==> config.mk <==
export PLATFORM = sky130hd
export DESIGN_NAME = addr_arbiter
export DESIGN_NICKNAME = d
export VERILOG_FILES = /design/src/rtl/addr_arb_pkg.sv /design/src/rtl/addr_arbiter_rr_pick.sv /design/src/rtl/addr_arbiter.sv
export SDC_FILE = /design/constraint.sdc
export NUM_CORES = 1
export LEC_CHECK = 0
export ABC_AREA = 1
export ABC_CLOCK_PERIOD_IN_PS = 2070
export CAP_MARGIN = 15
export CORE_AREA = 2 2 39 41
export CTS_CLUSTER_SIZE = 28
export DETAILED_ROUTE_END_ITERATION = 8
export DIE_AREA = 0 0 41 43
export HOLD_SLACK_MARGIN = 0.1
export PLACE_DENSITY = 0.65
export SYNTH_ARGS = -nofsm -noshare
export SYNTH_HDL_FRONTEND = slang
export SYNTH_SLANG_ARGS = --single-unit
==> constraint.sdc <==
create_clock -name clk -period 2.07 [get_ports clk]
set_input_delay 0.207 -clock clk [delete_from_list [all_inputs] [get_ports clk]]
set_output_delay 0.207 -clock clk [all_outputs]
set_load 0.02 [all_outputs]
==> src/rtl/addr_arb_pkg.sv <==
// Shared types and constants for the N-channel address arbiter.
// Holds the state encoding, arbitration mode codes and the channel-index width helper.
package addr_arb_pkg;

    typedef enum logic [0:0] {
        ST_IDLE = 1'b0,
        ST_HOLD = 1'b1
    } arb_state_e;

    localparam int ARB_FIXED = 0;
    localparam int ARB_RR    = 1;

    function automatic int ch_width(input int n);
        return (n > 2) ? $clog2(n) : 1;
    endfunction

endpackage

==> src/rtl/addr_arbiter_rr_pick.sv <==
// One-hot request picker searching upward from a rotating start index, wrapping at NUM_CH-1.
// Purely combinational; a start of 0 gives plain lowest-index priority.
module rr_pick #(
    parameter int NUM_CH = 2,
    parameter int CH_W   = 1
) (
    input  logic [NUM_CH-1:0] req,
    input  logic [CH_W-1:0]   start,
    output logic [NUM_CH-1:0] gnt,
    output logic [CH_W-1:0]   idx
);

    logic            found;
    logic [CH_W:0]   cand;

    always_comb begin
        gnt   = '0;
        idx   = '0;
        found = 1'b0;
        cand  = '0;
        for (int k = 0; k < NUM_CH; k++) begin
            // One extra bit so start+k cannot overflow before the wrap.
            cand = {1'b0, start} + (CH_W+1)'(k);
            if (cand >= (CH_W+1)'(NUM_CH)) begin
                cand = cand - (CH_W+1)'(NUM_CH);
            end
            if (!found && req[cand[CH_W-1:0]]) begin
                found                 = 1'b1;
                gnt[cand[CH_W-1:0]]   = 1'b1;
                idx                   = cand[CH_W-1:0];
            end
        end
    end

endmodule

==> src/rtl/addr_arbiter.sv <==
// Registered N-channel address arbiter: grant is combinational, address/channel/valid appear one cycle later.
// Holds the captured address until mux_ready; no grants while held, back-to-back capture on accept.
module addr_arbiter
    import addr_arb_pkg::*;
#(
    parameter  int ADDRESS_WIDTH = 5,
    parameter  int NUM_CH        = 2,
    parameter  int MODE          = 0,
    localparam int CH_W          = ch_width(NUM_CH)
) (
    input  logic                            clk,
    input  logic                            rst,
    input  logic [NUM_CH-1:0]               req,
    input  logic [NUM_CH*ADDRESS_WIDTH-1:0] add_in,
    output logic [NUM_CH-1:0]               grant,
    output logic [ADDRESS_WIDTH-1:0]        mux_add,
    output logic [CH_W-1:0]                 mux_ch,
    output logic                            mux_valid,
    input  logic                            mux_ready
);

    arb_state_e              state_q, state_d;
    logic [CH_W-1:0]         rr_ptr_q, rr_ptr_d;
    logic [ADDRESS_WIDTH-1:0] add_q, add_d;
    logic [CH_W-1:0]         ch_q, ch_d;

    logic [CH_W-1:0]         pick_start;
    logic [NUM_CH-1:0]       pick_gnt;
    logic [CH_W-1:0]         pick_idx;
    logic [ADDRESS_WIDTH-1:0] sel_add;
    logic                    load;
    logic                    capture;

    assign pick_start = (MODE == ARB_RR) ? rr_ptr_q : '0;

    rr_pick #(
        .NUM_CH (NUM_CH),
        .CH_W   (CH_W)
    ) u_pick (
        .req    (req),
        .start  (pick_start),
        .gnt    (pick_gnt),
        .idx    (pick_idx)
    );

    assign load    = (state_q == ST_IDLE) || mux_ready;
    assign capture = load && (|req);
    assign grant   = (capture && !rst) ? pick_gnt : '0;

    // One-hot AND-OR mux keeps add_in off every combinational output path.
    always_comb begin
        sel_add = '0;
        for (int i = 0; i < NUM_CH; i++) begin
            if (pick_gnt[i]) begin
                sel_add = sel_add | add_in[i*ADDRESS_WIDTH +: ADDRESS_WIDTH];
            end
        end
    end

    always_comb begin
        state_d  = state_q;
        rr_ptr_d = rr_ptr_q;
        add_d    = add_q;
        ch_d     = ch_q;
        if (capture) begin
            state_d = ST_HOLD;
            add_d   = sel_add;
            ch_d    = pick_idx;
            if (MODE == ARB_RR) begin
                rr_ptr_d = (pick_idx == CH_W'(NUM_CH-1)) ? '0 : pick_idx + 1'b1;
            end
        end else if (load) begin
            state_d = ST_IDLE;
        end
    end

    always_ff @(posedge clk) begin
        if (rst) begin
            state_q  <= ST_IDLE;
            rr_ptr_q <= '0;
            add_q    <= '0;
            ch_q     <= '0;
        end else begin
            state_q  <= state_d;
            rr_ptr_q <= rr_ptr_d;
            add_q    <= add_d;
            ch_q     <= ch_d;
        end
    end

    assign mux_add   = add_q;
    assign mux_ch    = ch_q;
    assign mux_valid = (state_q == ST_HOLD);

endmodule

==> metrics.log <==
[metrics] routed length on met1: 426 microns
[metrics] number of nets in the synthesized netlist: 70
[metrics] TritonCTS clock tree: built
[metrics] number of buffers created by CTS: 3
[metrics] endpoint type of the worst setup path: output port
[metrics] Gate power share: 29.3%
[metrics] run status: finished clean
[metrics] number of endpoints with negative hold slack in the final report: 0
[metrics] number of cells upsized or downsized after cts: 0
[metrics] slew at the pin closest to its max-slew limit: 235 ps
[metrics] met2 WL: 470 microns
[metrics] deepest level of the CTS H-tree: 1
[metrics] starting density of the core: 26.6%
[metrics] post-cts hold buffer count: 0
[metrics] total setup violations reported at the end of the flow: 0
[metrics] peak clock frequency supported by timing: 0.514 GHz
[metrics] final-stage net count: between 100 and 150
[metrics] placeable core region: between 1000 and 1500 sq um
[metrics] startpoint of the lowest-slack hold path: mux_add[2]
[metrics] Post-Route Setup TNS: 0 ps
[metrics] Post-CTS Setup Repair Bufs: 0
[metrics] worst r2r path cells: 5
[metrics] setup slack, reg-to-reg: about 1200 ps
[metrics] io pins: 24
[metrics] antenna violations before repair: 0
[metrics] clock slew at reported path FFs: 50 ps
[metrics] data arrival time of the critical path: 1740 ps
[metrics] Psw: about 110 uW
[metrics] global-route total usage across every layer: 13.6%
[metrics] Die Area: approximately 1800 sq um
[metrics] final cycle utilization of the critical path: a little over nine tenths
[metrics] leakage power of the design: about 0.33 nW
[metrics] number of cell rows: 14
[metrics] post-synthesis instance area: 368 sq um
[metrics] number of nets still failing antenna checks after routing: 0
[metrics] die boundary height: around 43 microns
[metrics] Antenna Diode Count: 0
[metrics] syn avg cell area: 6.69 sq um
[metrics] via count of the first global-routing pass: approximately 420
[metrics] cell taking the most area after synthesis: sky130_fd_sc_hd__dfxtp_1
[metrics] CP Launch Type: primary input
[metrics] kind of path behind the tightest hold check: register to register
[metrics] final setup skew: ~3.8 ps
[metrics] fraction of power spent switching nets: 27.6%
[metrics] Detail Route met3 WL: 75 microns
[metrics] total count of max-transition violations in the final report: 0
[metrics] capture instance of the worst register-to-register path: mux_add[1]
[metrics] endpoint of the worst hold-timing path: mux_add[2]
[metrics] number of warnings issued by yosys: 0
[metrics] fraction of layout cells with a size suffix above 1: between 15 and 20%
[metrics] worst voltage drop across the vdd grid: approximately 0.47 mV
[metrics] overall overflow remaining after global route: 0
[metrics] flop and latch count out of synthesis: 7
[metrics] WHS Path Cells: 2
[metrics] CTS Sinks: 7
[metrics] 1st-pass router iterations: 2
[metrics] clock root buffer: sky130_fd_sc_hd__clkbuf_4
[metrics] internal power contribution: 278 uW
[metrics] area added between synthesis and finish: 81.3%
[metrics] final hold slack: 470 ps
[metrics] highest signal layer in the routed design: met4
[metrics] setup repair after global routing missed its margin: no
[metrics] DRT Wirelength: ~980 microns
[metrics] multi-input logic area: 201 sq um
[metrics] number of buffers inserted by port buffering: 23
[metrics] instance count of the mapped netlist: 55
[metrics] DR DRC count: 0
[metrics] Worst-Skew Late Latency: 250 ps
[metrics] largest net degree at the start of global routing: 10
[metrics] FF/Latch Area: approximately 140 sq um
[metrics] largest fanout of any net on the critical path: 9
[metrics] top post-synthesis cells by area: sky130_fd_sc_hd__dfxtp_1 (38%), sky130_fd_sc_hd__nand2_1 (21%), sky130_fd_sc_hd__nand3_1 (14%), sky130_fd_sc_hd__nand2_4 (9.2%), sky130_fd_sc_hd__inv_2 (4.1%)
[metrics] final weighted congestion of routability-driven global placement: 0.686
[metrics] Starting DRT DRC Count: 5
[metrics] sequential area share after synthesis: 38.1%
[metrics] proportion of power drawn by flip-flops and latches: about 40%
[metrics] Synth cell types: 11
[metrics] vias per cell: 4.23
[metrics] vias after detailed routing: 427
[metrics] placed wire-length estimate: 791 microns
[metrics] Yosys top cell area share: between 30% and 40%
[metrics] fill cell total of the finished layout: 151
[metrics] number of maximum-capacitance constraint violations: 0
[metrics] Reg2Reg Launch Point: mux_valid
[metrics] required time of the critical path: about 1900 ps
[metrics] crit path time final: 1950 ps
[metrics] Clk network pwr share: 31.4%
[metrics] Horiz. Die Dim: around 41 microns
[metrics] headroom to the max-slew limit: 84.3%
[metrics] number of buffers on the longest clock path: 2
[metrics] global-route wire length before repair: roughly 1600 microns
[metrics] ratio of total power to cell area: 576 nW/um^2
[metrics] average wire per standard cell: a little under 10 microns
[metrics] category of the most critical setup path: primary input to output port
==> logic make-up (layout without fill, tap and decap cells) <==
family / Yosys count / count (layout) / share of synthesized area [%]
and+or+nand+nor: 40 / 40 / 53.4
DFF: 7 / 7 / 38.1
buffers and inverters: 7 / 37 / 7.14
AOI/OAI and AO/OA: 1 / 1 / 1.36
==> worst max-delay path, stage by stage <==
cell and delay (ps):
sky130_fd_sc_hd__clkdlybuf4s50_1 530, sky130_fd_sc_hd__inv_2 60, sky130_fd_sc_hd__nand2_4 80, sky130_fd_sc_hd__nand2_4 90, sky130_fd_sc_hd__nor3_1 140, sky130_fd_sc_hd__clkdlybuf4s50_1 630
==> layer usage <==
layer	track usage, %	up-vias
li1	-	235
met2	20.3	13
met1	15.9	177
met4	2.00	0
met3	9.42	2
met5	0	-
==> flip-flops by register name, summed over array words and instances (netlist names) <==
signal	flops
mux_valid	1
mux_ch	1
mux_add	5
==> stage by stage <==
step | worst slack [ps] | total power, mW | std cells | area [sq um] | util [%]
global route | 18.0 | 0.411 | 101 | 667 | 48.2
CTS | 124 | 0.391 | 101 | 667 | 48.2
global placement | 153 | 0.265 | 97 | 641 | 46.3
finish | 124 | 0.384 | 101 | 667 | 48.2
floorplan | 815 | 0.203 | 55 | 368 | -
detailed placement | 123 | 0.267 | 97 | 641 | 46.3
==> layout make-up <==
type                    instances  share of cell area, %
repair buffers                 26                   37.9
multi-input cells              41                   30.2
flip-flops and latches          7                   21.0
clock buffers                   4                   3.94
inverters                       7                   3.94
well taps                      16                   3.00
==> cells in the mapped netlist <==
library cell              count
sky130_fd_sc_hd__nand2_1     21
sky130_fd_sc_hd__nand3_1     10
sky130_fd_sc_hd__dfxtp_1      7
sky130_fd_sc_hd__inv_2        4
sky130_fd_sc_hd__inv_1        3
sky130_fd_sc_hd__nand2_4      3
sky130_fd_sc_hd__nor2_1       3
sky130_fd_sc_hd__a21oi_1      1
sky130_fd_sc_hd__nand4_1      1
sky130_fd_sc_hd__nor2_4       1
sky130_fd_sc_hd__nor3_1       1
==> power groups by stage <==
stage | sequential (mW) | combinational, mW | clock, mW
floorplan | 0.166 | 0.0372 | 0
global placement | 0.154 | 0.112 | 0
detailed placement | 0.154 | 0.113 | 0
CTS | 0.151 | 0.113 | 0.127
global route | 0.151 | 0.124 | 0.136
finish | 0.151 | 0.112 | 0.120
==> cells in the final DEF (no fill, tap or decap), drive strengths merged <==
cell type / synthesis / layout
nand2: 24 / 24
a21oi: 1 / 1
dfxtp: 7 / 7
nand4: 1 / 1
clkbuf: 0 / 4
nor3: 1 / 1
buf: 0 / 3
inv: 7 / 7
nand3: 10 / 10
clkdlybuf4s50: 0 / 23
nor2: 4 / 4
==> worst max-delay path by stage <==
stage                          from  endpoint  slack, ps  cells past startpoint
after floorplan           mux_valid  grant[0]        810                      3
after global placement       req[1]  grant[0]        150                      6
after detailed placement     req[1]  grant[0]        120                      6
after CTS                    req[1]  grant[0]        120                      6
after global routing         req[1]  grant[0]         20                      6
final                        req[1]  grant[0]        120                      6
Note: power is estimated with default switching activity, not from simulation.
